### config.mk
export PLATFORM = sky130hd
export DESIGN_NAME = priority_encoder_16by4_case
export DESIGN_NICKNAME = d
export VERILOG_FILES = /design/src/rtl/priority_encoder_16by4_case.sv
export SDC_FILE = /design/constraint.sdc
export NUM_CORES = 1
export LEC_CHECK = 0
export ABC_AREA = 1
export ABC_CLOCK_PERIOD_IN_PS = 800
export BUFFER_PORTS_ARGS = -buffer_cell sky130_fd_sc_hd__clkbuf_2
export CAP_MARGIN = 20
export CORE_AREA = 2 2 39 41
export CTS_CLUSTER_SIZE = 28
export DETAILED_ROUTE_END_ITERATION = 6
export DIE_AREA = 0 0 41 43
export PLACE_DENSITY = 0.69
export SETUP_SLACK_MARGIN = 0.05
export SYNTH_ARGS = -nofsm -noshare
export SYNTH_HDL_FRONTEND = slang
export SYNTH_SLANG_ARGS = --single-unit
### constraint.sdc
create_clock -name clk -period 0.8 [get_ports clk]
set_input_delay 0.08 -clock clk [delete_from_list [all_inputs] [get_ports clk]]
set_output_delay 0.08 -clock clk [all_outputs]
set_load 0.05 [all_outputs]
### src/rtl/priority_encoder_16by4_case.sv
// Purpose: 16-to-4 priority encoder; MSB_PRIORITY selects highest or lowest set index as winner.
// Latency: 1 cycle, with data_out and valid both registered from a combinational casez decode.
// Backpressure: none; a new data_in value is accepted on every rising clk edge.
module priority_encoder_16by4_case #(
    parameter bit MSB_PRIORITY = 1'b1
) (
    input  logic        clk,
    input  logic        rst,
    input  logic [15:0] data_in,
    output logic [3:0]  data_out,
    output logic        valid
);

    logic [3:0] enc_idx;
    logic       enc_any;

    generate
        if (MSB_PRIORITY) begin : g_msb
            always_comb begin
                enc_idx = 4'd0;
                enc_any = 1'b1;
                casez (data_in)
                    16'b1???????????????: enc_idx = 4'd15;
                    16'b01??????????????: enc_idx = 4'd14;
                    16'b001?????????????: enc_idx = 4'd13;
                    16'b0001????????????: enc_idx = 4'd12;
                    16'b00001???????????: enc_idx = 4'd11;
                    16'b000001??????????: enc_idx = 4'd10;
                    16'b0000001?????????: enc_idx = 4'd9;
                    16'b00000001????????: enc_idx = 4'd8;
                    16'b000000001???????: enc_idx = 4'd7;
                    16'b0000000001??????: enc_idx = 4'd6;
                    16'b00000000001?????: enc_idx = 4'd5;
                    16'b000000000001????: enc_idx = 4'd4;
                    16'b0000000000001???: enc_idx = 4'd3;
                    16'b00000000000001??: enc_idx = 4'd2;
                    16'b000000000000001?: enc_idx = 4'd1;
                    16'b0000000000000001: enc_idx = 4'd0;
                    // Only the all-zero vector lands here.
                    default: begin
                        enc_idx = 4'd0;
                        enc_any = 1'b0;
                    end
                endcase
            end
        end else begin : g_lsb
            always_comb begin
                enc_idx = 4'd0;
                enc_any = 1'b1;
                casez (data_in)
                    16'b???????????????1: enc_idx = 4'd0;
                    16'b??????????????10: enc_idx = 4'd1;
                    16'b?????????????100: enc_idx = 4'd2;
                    16'b????????????1000: enc_idx = 4'd3;
                    16'b???????????10000: enc_idx = 4'd4;
                    16'b??????????100000: enc_idx = 4'd5;
                    16'b?????????1000000: enc_idx = 4'd6;
                    16'b????????10000000: enc_idx = 4'd7;
                    16'b???????100000000: enc_idx = 4'd8;
                    16'b??????1000000000: enc_idx = 4'd9;
                    16'b?????10000000000: enc_idx = 4'd10;
                    16'b????100000000000: enc_idx = 4'd11;
                    16'b???1000000000000: enc_idx = 4'd12;
                    16'b??10000000000000: enc_idx = 4'd13;
                    16'b?100000000000000: enc_idx = 4'd14;
                    16'b1000000000000000: enc_idx = 4'd15;
                    default: begin
                        enc_idx = 4'd0;
                        enc_any = 1'b0;
                    end
                endcase
            end
        end
    endgenerate

    always_ff @(posedge clk or posedge rst) begin
        if (rst) begin
            data_out <= 4'd0;
            valid    <= 1'b0;
        end else begin
            data_out <= enc_idx;
            valid    <= enc_any;
        end
    end

endmodule

==> flow_summary.yaml <==
placed_design:
  portBuffers: 22
  dp_slack_ns: -0.1250
  dp_hpwl_um: 879
  place.gp.congestion: 0.8529
synthesis:
  ys_async_sr_fraction: 1.000
  yosysTopAreaCell: "dfrtp_1"
  synth_cell_type_count: 18
  synth_area_um2: 455.4
  yosysSeqAreaShare: 0.2747
  synth_area_leaders: "dfrtp_1 (27%), nand2_1 (16%), inv_1 (9.1%), nor2_1 (7.4%), nor2_2 (6.9%)"
  synth_top_area_share: 0.2747
  ys.flop_type: "dfrtp_1"
  synth-edff-count: 0
  yosysWarnings: 0
  syn-instance-count: 69
  syn_nets: 87
  synth-seq-cells: 5
  syn_avg_cell_area_um2: 6.601
critical_path:
  path_delay_family: "flip-flops"
  worstPathRequired_ns: 0.72
  critPathMaxFanout: 1
  timing.critical_path.buf_inv: 1
  crit_path_top_delay_cell: "dfrtp_1"
  cp-end-kind: "primary output"
  worstPathCellList: "buf_8"
  cp-start-kind: "flip-flop"
  cpPeakStageDelay_ns: 0.39
  critical_path_arrival_ns: 0.78
  path_class: "reg2out"
die:
  die_area_um2: 1763
  io_pins: 23
  core_area_um2: 1384
  die_w_um: 41
  start_util: 0.3291
  row_count: 14
  fp.dieH_um: 43
run_status:
  violations: "setup timing"
  status: "finished, violations left"
global_routing:
  grt_pass1_wl_mm: 1.704
  grt_pass1_vias: 479
  antenna_found_initial: 0
  grt_max_degree: 6
  grt_use_total: 0.1414
  grt_overflow: 0
timing:
  fin_crit_ns: 0.8581
  fin_ws_ns: -0.05812
  worst_slew_pin_slew_ns: 0.1847
  timing.final.crit_share: 1.073
  setup_viol: 5
  relSlewSlack: 0.8767
  slew_violations: 0
  fmax_mhz: 1165
  final-hold-violation-count: 0
  tns_ns: -0.2517
  hold_ws_ns: 0.2154
  rsz0062_at_grt: "yes"
detailed_routing:
  drtPass1Iterations: 3
  finalWirelength_mm: 1.038
  drt-initial-drc-count: 5
  postRouteAntennaNets: 0
  drt-wirelength-per-cell_um: 8.508
  drc_errors: 0
  viasPerCell: 4.336
  vias: 529
finish:
  layout-drive-gt1-share: 0.4906
  final_util: 0.5470
  nets: 125
  area_growth_pct: 66.21
  num_antenna_cells: 0
power:
  comb_power_share: 0.299
  net-switching-power_uw: 229.2
  vdd_drop_max_mv: 0.3831
  p_leak_uw: 0.0004119
  power_uw: 792.8
  p_int_uw: 563.5
  p_per_area_nw_per_um2: 1047
  p_clk_frac: 0.361
  p_seq_frac: 0.339
  p_sw_frac: 0.2891
clocking:
  htree_levels: 1
  clock-sinks: 5
  numCtsBuffers: 3
  cts_root_buffer: "clkbuf_4"
  cts_tree: "done"
  clkTransAtPathRegs_ns: 0.04
  clock_path_buffers: 2
flow_run:
  cap_violations: 0
min_path:
  hp-class: "in2reg"
## final cells by class
type                       instances  area [um^2]
clock buffer                       4        26.28
fill                             132        626.9
inverter                          13        50.05
multi-input combinational         51        290.3
sequential                         5        125.1
tap                               16        20.02
timing repair buffer              33        245.2
## cell usage in the layout (no fill, tap or decap)
master / instances
nand2_1: 19
clkbuf_2: 17
inv_1: 11
buf_4: 10
nor2_1: 9
dfrtp_1: 5
buf_8: 5
nor2_4: 4
nand3_1: 4
nor2_2: 3
clkbuf_4: 3
nand2_2: 2
nand3_2: 2
nor3_1: 2
nand2_4: 1
nor2_8: 1
inv_2: 1
o21ai_2: 1
clkinv_2: 1
o21a_2: 1
a21oi_1: 1
o21ai_1: 1
clkbuf_1: 1
dlygate4sd3_1: 1
## final timing paths
| kind | start | end | slack (ns) | cells after the start |
|---|---|---|---|---|
| worst max-delay path | data_out[3]$_DFF_PP0_ | data_out[3] | -0.06 | 1 |
| worst min-delay path | data_in[15] | data_out[0]$_DFF_PP0_ | 0.22 | 5 |
| max in group asynchronous | rst | data_out[3]$_DFF_PP0_ | 0.36 | 3 |
| min in group asynchronous | rst | data_out[0]$_DFF_PP0_ | 0.27 | 3 |
## cell usage after synthesis (2+ instances only)
master	number
nand2_1	19
inv_1	11
nor2_1	9
dfrtp_1	5
nor2_2	5
nand3_1	4
nand2_2	2
nand3_2	2
nor2_4	2
nor3_1	2
## logic make-up (layout without fill, tap and decap cells)
| logic type | Yosys count | after routing | share of synthesized area |
|---|---|---|---|
| simple gates | 47 | 47 | 0.5549 |
| buf+inv | 13 | 50 | 0.1099 |
| flops | 5 | 5 | 0.2747 |
| compound gates | 4 | 4 | 0.06043 |
## through the flow
| step | instances | instance area [um^2] |
|---|---|---|
| detailed placement | 117 | 665.6 |
| floorplan | 69 | 460.4 |
| finish | 122 | 757.0 |
| CTS | 122 | 745.7 |
| global placement | 117 | 665.6 |
| global route | 122 | 757.0 |
## power groups by stage
stage | Combinational, uW | Clock [uW] | Sequential, uW
3_3_place_gp | 210 | 0 | 268
5_1_grt | 261 | 324 | 269
6_report | 237 | 287 | 269
2_1_floorplan | 70.8 | 0 | 302
4_1_cts | 233 | 298 | 266
3_5_place_dp | 214 | 0 | 269
## flip-flops by register name, summed over array words and instances (netlist names)
name      flops
data_out      4
valid         1
## routing by layer
layer,global-route usage,vias to the layer above,wire length [um]
met3,0.03141,2,41
met4,0.08000,0,8
met5,0,-,0
met1,0.1378,234,395
met2,0.2500,12,593
li1,-,281,-
## repair_timing
| action | CTS | global route |
|---|---|---|
| hold buffers | 1 | 0 |
| pin swaps | 0 | 0 |
| resized for setup | 10 | 6 |
| hold endpoints to repair | 5 | 0 |
| endpoints found under the setup margin | 5 | 6 |
| setup buffers | 0 | 0 |
## tightest hold or removal path, stage by stage
cell      delay [ns]
clkbuf_2        0.12
a21oi_1         0.05
nand3_1         0.08
nor2_1          0.05
nand2_1         0.05
Note: power is estimated with default switching activity, not from simulation.
